===== src/rtl/obstacle_field_pkg.sv =====
// Shared types and helpers for the scrolling gate-obstacle field:
// FSM encoding, coordinate type, screen size and LFSR definition.
package obstacle_pkg;

  typedef enum logic [1:0] {
    IDLE   = 2'd0,
    RUN    = 2'd1,
    FROZEN = 2'd2
  } state_e;

  typedef logic [9:0] coord_t;

  localparam int SCREEN_W = 640;
  localparam int SCREEN_H = 480;

  localparam int                 LFSR_W    = 16;
  // Fibonacci taps 16,14,13,11 expressed as a mask over bits [15:0]
  localparam logic [LFSR_W-1:0]  LFSR_TAPS = 16'hB400;

  function automatic logic [LFSR_W-1:0] lfsr_step(input logic [LFSR_W-1:0] v);
    return {v[LFSR_W-2:0], ^(v & LFSR_TAPS)};
  endfunction

  // Folds a raw byte into [0, span] so every gap position stays on screen
  function automatic logic [7:0] gap_fold(input logic [7:0] r, input logic [7:0] span);
    logic [7:0] off;
    if (r <= span) begin
      off = r;
    end else begin
      off = r - span - 8'd1;
    end
    return off;
  endfunction

endpackage


===== src/rtl/obstacle_field_lfsr.sv =====
// Free-running 16-bit Fibonacci LFSR that supplies gap-height randomness;
// only the low OUT_W bits are exported.
module obstacle_lfsr
  import obstacle_pkg::*;
#(
  parameter logic [LFSR_W-1:0] SEED  = 16'hACE1,
  parameter int                OUT_W = 8
) (
  input  logic             clk_i,
  input  logic             rst_i,
  input  logic             en_i,
  output logic [OUT_W-1:0] lfsr_o
);

  logic [LFSR_W-1:0] lfsr_q;
  logic [LFSR_W-1:0] lfsr_d;

  // next-state: shift when enabled, otherwise hold
  always_comb begin
    lfsr_d = lfsr_q;
    if (en_i) begin
      lfsr_d = lfsr_step(lfsr_q);
    end else begin
      lfsr_d = lfsr_q;
    end
  end

  // state register with synchronous reload of the seed
  always_ff @(posedge clk_i) begin
    if (rst_i) begin
      lfsr_q <= SEED;
    end else begin
      lfsr_q <= lfsr_d;
    end
  end

  assign lfsr_o = lfsr_q[OUT_W-1:0];

endmodule


===== src/rtl/obstacle_field.sv =====
// NUM_OBS scrolling gate obstacles with random gap respawn, pass detection
// and a saturating pass score; one update per frame_clk edge.
module obstacle_field #(
  parameter int          NUM_OBS  = 3,
  parameter int          OBS_W    = 50,
  parameter int          GAP_H    = 120,
  parameter int          SPACING  = 240,
  parameter int          START_X  = 400,
  parameter int          GAP_MIN  = 60,
  parameter int          GAP_SPAN = 200,
  parameter int          SCREEN_W = 640,
  parameter logic [15:0] SEED     = 16'hACE1
) (
  input  logic                    frame_clk,
  input  logic                    Reset,
  input  logic                    start,
  input  logic                    hit,
  input  logic [3:0]              speed,
  input  logic [9:0]              BeeX,
  output logic [NUM_OBS*10-1:0]   ObsX,
  output logic [NUM_OBS*10-1:0]   GapY,
  output logic [9:0]              ObsWidth,
  output logic [9:0]              GapHeight,
  output logic [1:0]              state,
  output logic                    pass_pulse,
  output logic [7:0]              pass_count
);
  import obstacle_pkg::*;

  localparam int     WRAP      = NUM_OBS * SPACING;
  localparam coord_t GAP_RESET = coord_t'(GAP_MIN + GAP_SPAN / 2);

  // A wrap distance shorter than the screen would pop obstacles in visibly
  if ((WRAP < SCREEN_W + OBS_W) || (WRAP > 1023)) begin : g_cfg_check
    $error("obstacle_field: NUM_OBS*SPACING outside [SCREEN_W+OBS_W, 1023]");
  end

  state_e              state_q, state_d;
  coord_t              obs_x_q [NUM_OBS];
  coord_t              obs_x_d [NUM_OBS];
  coord_t              gap_y_q [NUM_OBS];
  coord_t              gap_y_d [NUM_OBS];
  logic                pass_pulse_q, pass_pulse_d;
  logic [7:0]          pass_count_q, pass_count_d;
  logic [7:0]          lfsr_low_s;
  coord_t              respawn_gap_s;
  logic [NUM_OBS-1:0]  respawn_s;
  logic [NUM_OBS-1:0]  pass_s;
  logic [NUM_OBS*10-1:0] move_x_s;

  function automatic coord_t home_x(input int idx);
    return coord_t'(START_X + idx * SPACING);
  endfunction

  obstacle_lfsr #(
    .SEED  (SEED),
    .OUT_W (8)
  ) u_lfsr (
    .clk_i  (frame_clk),
    .rst_i  (Reset),
    .en_i   (1'b1),
    .lfsr_o (lfsr_low_s)
  );

  assign respawn_gap_s = coord_t'(GAP_MIN) + {2'b00, gap_fold(lfsr_low_s, 8'(GAP_SPAN))};

  for (genvar g = 0; g < NUM_OBS; g++) begin : g_ch
    logic [10:0] lead_s;
    logic [10:0] trail_s;
    logic [10:0] bee_s;

    // 11-bit compare so ObsX+OBS_W cannot wrap; respawn is added before subtracting
    assign bee_s        = {1'b0, BeeX};
    assign respawn_s[g] = obs_x_q[g] < {6'd0, speed};
    assign lead_s       = {1'b0, obs_x_q[g]} + 11'(OBS_W);
    assign trail_s      = {1'b0, obs_x_q[g]} - {7'd0, speed} + 11'(OBS_W);
    assign pass_s[g]    = ~respawn_s[g] & (lead_s >= bee_s) & (trail_s < bee_s);
    assign move_x_s[g*10 +: 10] = respawn_s[g]
                                ? (obs_x_q[g] + coord_t'(WRAP) - {6'd0, speed})
                                : (obs_x_q[g] - {6'd0, speed});

    assign ObsX[g*10 +: 10] = obs_x_q[g];
    assign GapY[g*10 +: 10] = gap_y_q[g];
  end

  assign ObsWidth   = 10'(OBS_W);
  assign GapHeight  = 10'(GAP_H);
  assign state      = state_q;
  assign pass_pulse = pass_pulse_q;
  assign pass_count = pass_count_q;

  // game FSM next-state plus per-channel scroll, respawn and scoring
  always_comb begin
    state_d      = state_q;
    obs_x_d      = obs_x_q;
    gap_y_d      = gap_y_q;
    pass_pulse_d = 1'b0;
    pass_count_d = pass_count_q;
    case (state_q)
      IDLE: begin
        if (start) begin
          state_d      = RUN;
          pass_count_d = 8'd0;
        end else begin
          state_d      = IDLE;
        end
      end
      RUN: begin
        for (int i = 0; i < NUM_OBS; i++) begin
          obs_x_d[i] = move_x_s[i*10 +: 10];
          if (respawn_s[i]) begin
            gap_y_d[i] = respawn_gap_s;
          end else begin
            gap_y_d[i] = gap_y_q[i];
          end
        end
        // simultaneous passes on one edge score a single point
        if (|pass_s) begin
          pass_pulse_d = 1'b1;
          if (pass_count_q != 8'd255) begin
            pass_count_d = pass_count_q + 8'd1;
          end else begin
            pass_count_d = pass_count_q;
          end
        end else begin
          pass_pulse_d = 1'b0;
        end
        if (hit) begin
          state_d = FROZEN;
        end else begin
          state_d = RUN;
        end
      end
      FROZEN: begin
        if (start) begin
          state_d = IDLE;
          for (int i = 0; i < NUM_OBS; i++) begin
            obs_x_d[i] = home_x(i);
            gap_y_d[i] = GAP_RESET;
          end
        end else begin
          state_d = FROZEN;
        end
      end
      default: begin
        state_d = IDLE;
      end
    endcase
  end

  // frame registers with synchronous reset to the starting layout
  always_ff @(posedge frame_clk) begin
    if (Reset) begin
      state_q      <= IDLE;
      pass_pulse_q <= 1'b0;
      pass_count_q <= 8'd0;
      for (int i = 0; i < NUM_OBS; i++) begin
        obs_x_q[i] <= home_x(i);
        gap_y_q[i] <= GAP_RESET;
      end
    end else begin
      state_q      <= state_d;
      pass_pulse_q <= pass_pulse_d;
      pass_count_q <= pass_count_d;
      for (int i = 0; i < NUM_OBS; i++) begin
        obs_x_q[i] <= obs_x_d[i];
        gap_y_q[i] <= gap_y_d[i];
      end
    end
  end

endmodule


===== config.mk =====
export PLATFORM = sky130hd
export DESIGN_NAME = obstacle_field
export DESIGN_NICKNAME = d
export VERILOG_FILES = /design/src/rtl/obstacle_field_pkg.sv /design/src/rtl/obstacle_field_lfsr.sv /design/src/rtl/obstacle_field.sv
export SDC_FILE = /design/constraint.sdc
export NUM_CORES = 1
export LEC_CHECK = 0
export ABC_AREA = 1
export CELL_PAD_IN_SITES_DETAIL_PLACEMENT = 1
export CELL_PAD_IN_SITES_GLOBAL_PLACEMENT = 2
export CORE_UTILIZATION = 29
export DETAILED_ROUTE_END_ITERATION = 10
export PLACE_DENSITY_LB_ADDON = 0.1
export SETUP_SLACK_MARGIN = 0.02
export SYNTH_ARGS = -nofsm -noshare
export SYNTH_HDL_FRONTEND = slang
export SYNTH_SLANG_ARGS = --single-unit

===== constraint.sdc =====
create_clock -name frame_clk -period 10.32 [get_ports frame_clk]
set_clock_uncertainty 0.05 [all_clocks]
set_input_delay 1.548 -clock frame_clk [delete_from_list [all_inputs] [get_ports frame_clk]]
set_output_delay 1.548 -clock frame_clk [all_outputs]
set_load 0.005 [all_outputs]

==> flow_summary_export.csv, run 1 <==
group,metric,value,unit
status,status,"completed",
timing,fin_setup_tns,0,ns
route,via_per_inst,4.581,
clock_tree,clk_latency,0.36,ns
timing,fin_crit,5.550,ns
route,dr.pass1.iters,4,
grt,grt_first_pass_wirelength,43830,um
timing,worst_hold_slack,0.3568,ns
worst_setup_path,end_kind,"flop",
route,via_count,7526,
floorplanning,fp.dieH,172.7,um
timing,worst_pin_slew,0.8832,ns
worst_setup_path,path_class,"in -> reg",
layout,fill_cells,3629,
synth,synth_top_area_frac,0.2265,
clock_tree,cts_hold_buf,0,
floorplanning,top_level_ports,109,
grt,antenna_found_initial,0,
layout,final_cell_mix,"nand2_1, inv_1, ha_1",
worst_setup_path,cp_cell_sequence,"clkdlybuf4s50_1 > inv_1 > ha_1 > inv_1 > ha_1 > inv_1 > fa_1 > o21ai_0 > inv_1 > nand2_1 > a21oi_1 > o21ai_0 > xor2_1 > ha_1 > nand2_1 > nand2_1 > nor2_1 > nand2_1 > nand3_2 > nand2_4 > nand2_4 > nand2_1 > nand2_1 > nor2_1",
clock_tree,clock_sinks,84,
timing,finalCritPeriodShare,0.5378,
synth,synth-seq-cells,84,
floorplanning,start_util,0.2944,
timing,hold_violations,0,
clock_tree,cts-buffers-inserted,9,
placement,dp_hpwl,21600,um
route,drt-wirelength-per-cell,16.83,um
grt,first_global_vias,7703,
layout,drive_gt1_frac,0.06677,
route,ant_nets,0,
clock_tree,post_cts_resized,0,
worst_setup_path,critical_path.top_delay_family,"adder cells",
worst_setup_path,cp.required,10.52,ns
worst_setup_path,arrival,5.75,ns
pwr,pwr-share-clk,0.281,
timing,rsz0062_at_grt,"false",
clock_tree,clk_path_buf_depth,2,
clock_tree,cts_setup_buffers,0,
timing,fmax,180.2,MHz
placement,portBuffers,85,
route,drcViolationCount,0,
pwr,p_seq_frac,0.312,
floorplanning,rows,62,
timing,maxSlewViolCount,0,
route,drt_iter0_markers,311,
pwr,p_switching,511.3,uW
synth,netlist_instances,1173,
floorplanning,dieArea,29830,sq um
worst_setup_path,path_buf_inv,5,
layout,fin_nets,1436,
synth,yosys_warnings,0,
hold_path,holdCritPathClass,"reg -> reg",
worst_setup_path,cp_slowest_cell,"clkdlybuf4s50_1",
clock_tree,cts_tree,"built",
pwr,ir_drop,0.1050,mV
clock_tree,htreeDepth,3,
placement,gp_congestion,0.7823,
grt,grt_start_max_net_pins,41,
worst_setup_path,critPathMostFrequentCell,"nand2_1",
timing,finalSetupViolCount,0,
clock_tree,clk_pin_slew,0.07,ns
pwr,p_leak,4.857,nW
worst_setup_path,critPathMaxStageDelay,0.76,ns
synth,ys_async_sr_fraction,0,
job,cap_violations,0,
synth,synthDistinctLibCells,56,
synth,yosys.area.top_type,"ha_1",
pwr,p_int,732.2,uW
worst_setup_path,start_kind,"input pin",
pwr,combinationalPowerShare,0.407,
route,routed_wirelength,27650,um
grt,grt.overflow.total,0,
grt,grt_usage,0.1885,
synth,syn_avg_cell_area,7.204,sq um
pwr,switching_share,0.4112,
synth,yosysSeqAreaShare,0.1990,
timing,relSlewSlack,0.4105,
synth,synth_edf_count,0,
layout,mostFrequentLayoutCell,"nand2_1",
synth,ys_top_cells_by_area,"ha_1, dfxtp_1, nand2_1",
clock_tree,ctsRootBufferMaster,"clkbuf_16",
synth,syn-cell-area,8451,sq um
synth,yosys_most_used_dff,"dfxtp_1",
worst_setup_path,cp_max_fo,10,
layout,area_growth,17.35,%
floorplanning,core-area,28700,sq um
floorplanning,die_w,172.7,um
pwr,p_per_area,125.4,nW/um^2
==> metrics by stage <==
stage | std cells | instance area [sq um] | utilization | setup WS [ns] | total power [mW]
floorplan | 1194 | 8529 | - | 5.952 | 0.7367
global placement | 1626 | 9610 | 0.3348 | 4.347 | 0.9063
detailed placement | 1626 | 9610 | 0.3348 | 4.283 | 0.9101
CTS | 1642 | 9915 | 0.3454 | 4.662 | 1.271
global route | 1642 | 9915 | 0.3454 | 4.326 | 1.351
finish | 1643 | 9917 | 0.3455 | 4.770 | 1.244
==> state kept, by name, summed over array words and instances, names as in the netlist <==
register       cells
pass_count         8
GapY              27
ObsX              30
pass_pulse         1
state              2
u_lfsr.lfsr_q     16
==> cells in the mapped netlist (2+ instances only) <==
| cell | number |
|---|---|
| o21bai_1 | 4 |
| and3_1 | 2 |
| o21a_1 | 3 |
| buf_2 | 2 |
| nor3b_1 | 4 |
| dfxtp_1 | 84 |
| nand3_2 | 7 |
| xnor2_1 | 11 |
| nor2_2 | 4 |
| nand2_4 | 6 |
| inv_1 | 160 |
| nand2_2 | 16 |
| inv_2 | 13 |
| xor2_1 | 46 |
| nor2_1 | 96 |
| a21o_1 | 6 |
| clkbuf_1 | 7 |
| a211oi_1 | 4 |
| fa_1 | 12 |
| a21oi_1 | 85 |
| conb_1 | 2 |
| or2_2 | 8 |
| o22ai_1 | 2 |
| o32ai_1 | 7 |
| o211ai_1 | 3 |
| a31o_2 | 2 |
| o21ai_0 | 58 |
| nor3_1 | 8 |
| nand3b_1 | 3 |
| and2_1 | 2 |
| a21boi_0 | 2 |
| nand4_1 | 9 |
| ha_1 | 153 |
| o21ai_1 | 2 |
| buf_4 | 28 |
| a31oi_1 | 4 |
| nand2_1 | 229 |
| nand3_1 | 61 |
==> layer usage <==
metal	wire length, um	GRT usage	vias to the layer above
met5	0	0	-
met4	304	0.03761	0
met3	600	0.02331	14
met2	13330	0.3313	72
met1	13410	0.2465	3531
li1	-	-	3909
==> final cells by class <==
cell class	instances	area, sq um	area share
Tap cell	384	480.5	0.04845
Clock buffer	9	225.2	0.02271
Inverter	174	653.1	0.06586
Timing Repair Buffer	88	873.3	0.08806
Sequential cell	84	1682	0.1696
Antenna cell	1	2.502	0.0002523
Multi-Input combinational cell	896	5922	0.5971
Clock inverter	7	78.83	0.007949
==> final timing paths <==
path | from | endpoint | slack (ns) | cells after the start
worst max register to register | ObsX[21]$_SDFFE_PP0P_ | pass_count[7]$_SDFFE_PP0P_ | 6.45 | 22
worst max-delay path | speed[1] | pass_count[7]$_SDFFE_PP0P_ | 4.77 | 24
worst min register to register | u_lfsr.lfsr_q[11]$_SDFF_PP1_ | u_lfsr.lfsr_q[12]$_SDFF_PP0_ | 0.36 | 2
worst min-delay path | u_lfsr.lfsr_q[11]$_SDFF_PP1_ | u_lfsr.lfsr_q[12]$_SDFF_PP0_ | 0.36 | 2
==> power by group through the flow <==
stage               Combinational (mW)  Sequential [mW]  Clock, mW
finish                           0.507            0.387      0.349
global route                     0.583            0.393      0.374
CTS                              0.517            0.389      0.365
detailed placement               0.514            0.396          0
global placement                 0.509            0.398          0
floorplan                        0.351            0.385          0
==> cells by family after synthesis <==
logic type	count (synthesis)	synth area share
adder cells (fa/ha/maj)	165	0.2550
AND/OR/NAND/NOR	458	0.2425
XOR/XNOR	58	0.06100
other	2	0.0008887
AO/OA/AOI/OAI	192	0.1318
flip-flops	84	0.1990
buffers and inverters	214	0.1099
==> tightest hold or removal path: stages (launching register included) <==
cell	delay, ns
dfxtp_1	0.30
inv_1	0.04
nor2_1	0.03
No activity file was read; power rests on OpenSTA's default activity.
==> run 2: changes to the inputs <==
Clock period 10.32 ns to 5 ns, I/O delays scaled along.
==> flow_summary_export.csv, run 2 (synthesized netlist as in run 1, its figures left out) <==
group,metric,value,unit
worst_setup_path,cp_cell_sequence,"clkdlybuf4s50_1 > inv_1 > ha_1 > inv_1 > fa_1 > o21ai_0 > inv_1 > nand2_1 > a21oi_1 > o21ai_0 > xor2_1 > ha_1 > nand2_1 > nand2_1 > nor2_1 > nand2_1 > nand3_2 > nand2_4 > nand2_4 > nand2_1 > nand2_1 > nor2_1",
clock_tree,clk_path_buf_depth,2,
worst_setup_path,end_kind,"flop",
layout,drive_gt1_frac,0.06968,
timing,fin_setup_tns,0,ns
floorplanning,core-area,28700,sq um
layout,fin_nets,1441,
route,dr.pass1.iters,4,
timing,worst_pin_slew,0.6404,ns
pwr,ir_drop,0.1883,mV
clock_tree,cts-buffers-inserted,9,
grt,grt_start_max_net_pins,41,
route,drt_iter0_markers,268,
pwr,p_per_area,259.2,nW/um^2
timing,hold_violations,0,
layout,final_cells,1647,
timing,fin_crit,4.366,ns
layout,final_cell_mix,"nand2_1, inv_1, ha_1",
clock_tree,cts_hold_buf,0,
timing,fmax,229.1,MHz
worst_setup_path,start_kind,"input pin",
clock_tree,cts_setup_buffers,0,
route,routed_wirelength,28070,um
placement,dp_hpwl,22040,um
layout,multiInputGateArea,5919,sq um
route,drcViolationCount,0,
route,via_count,7539,
layout,mostFrequentLayoutCell,"nand2_1",
timing,relSlewSlack,0.5717,
clock_tree,clk_latency,0.36,ns
timing,maxSlewViolCount,0,
pwr,p_leak,4.880,nW
clock_tree,htreeDepth,3,
floorplanning,fp.dieH,172.7,um
status,status,"completed",
clock_tree,clock_sinks,84,
worst_setup_path,cp_max_fo,10,
grt,grt_first_pass_wirelength,44450,um
hold_path,holdCritPathClass,"reg -> reg",
route,drt-wirelength-per-cell,17.04,um
timing,rsz0062_at_grt,"false",
layout,ff_latch_area,1682,sq um
grt,grt_usage,0.1913,
floorplanning,rows,62,
worst_setup_path,cp.required,5.20,ns
job,cap_violations,0,
floorplanning,top_level_ports,109,
worst_setup_path,critPathMostFrequentCell,"nand2_1",
timing,finalCritPeriodShare,0.8731,
pwr,p_total,2.578,mW
worst_setup_path,critPathMaxStageDelay,0.47,ns
grt,antenna_found_initial,0,
route,ant_nets,0,
layout,fill_cells,3593,
grt,first_global_vias,7900,
layout,diodes,0,
worst_setup_path,path_class,"in -> reg",
grt,grt.overflow.total,0,
layout,utilization,0.3465,
floorplanning,start_util,0.2944,
placement,portBuffers,85,
floorplanning,die_w,172.7,um
layout,largest_reg_flops,30,
placement,dpl.cell_count,1631,
worst_setup_path,arrival,4.57,ns
clock_tree,cts_tree,"built",
floorplanning,dieArea,29830,sq um
worst_setup_path,cp_slowest_cell,"clkdlybuf4s50_1",
placement,gp_congestion,0.7889,
clock_tree,post_cts_resized,0,
clock_tree,ctsRootBufferMaster,"clkbuf_16",
layout,area_growth,17.68,%
clock_tree,clk_pin_slew,0.08,ns
route,via_per_inst,4.577,
timing,finalSetupViolCount,0,
[run 2: area by class of cell]
class,instances,area share
Timing Repair Buffer,93,0.09160
Tap cell,384,0.04831
Sequential cell,84,0.1691
Clock inverter,7,0.007423
Clock buffer,9,0.02265
Inverter,174,0.06568
Multi-Input combinational cell,896,0.5952
[run 2: metal layers]
layer	wire (um)	global-route usage	share of wire
met5	0	0	0
met4	316	0.04351	0.011
met3	543	0.01913	0.019
met2	13180	0.3273	0.47
met1	14030	0.2583	0.50
[run 2: per-stage QoR]
stage | setup slack [ns] | hold slack [ns] | cell area [sq um]
6_report | 0.6343 | 0.3672 | 9945
5_1_grt | 0.2840 | 0.4042 | 9945
4_1_cts | 0.6422 | 0.3655 | 9945
3_5_place_dp | 0.2583 | 0.3537 | 9646
3_3_place_gp | 0.2790 | 0.3413 | 9646
2_1_floorplan | 1.430 | 0.3383 | 8529
[run 2: path summary, 6_finish.rpt]
kind / start / to / slack, ns / cells after the start
worst max-delay path: speed[2] / pass_count[2]$_SDFFE_PP0P_ / 0.63 / 22
worst min-delay path: u_lfsr.lfsr_q[8]$_SDFF_PP0_ / u_lfsr.lfsr_q[9]$_SDFF_PP0_ / 0.37 / 2
worst max register to register: ObsX[20]$_SDFFE_PP0P_ / pass_count[2]$_SDFFE_PP0P_ / 1.30 / 23
worst min register to register: u_lfsr.lfsr_q[8]$_SDFF_PP0_ / u_lfsr.lfsr_q[9]$_SDFF_PP0_ / 0.37 / 2
[run 2: power breakdown]
group	switching [mW]	internal, mW
combinational	0.624	0.431
sequential	0.0731	0.727
clock	0.368	0.355
[run 2: worst max-delay path, delay by kind of cell]
kind,cells,cell delay [ns]
AOI/OAI and AO/OA,3,0.56
xor gates and xnor gates,1,0.23
adders and majority gates,3,1.19
buffers and inverters,4,0.88
and+or+nand+nor,11,0.93
==> run 3: changes to the inputs <==
Settings changed: CTS_CLUSTER_DIAMETER from default to 100.
==> results of run 3 <==
No change in the layout: final DEF, timing and power equal those of run 2.
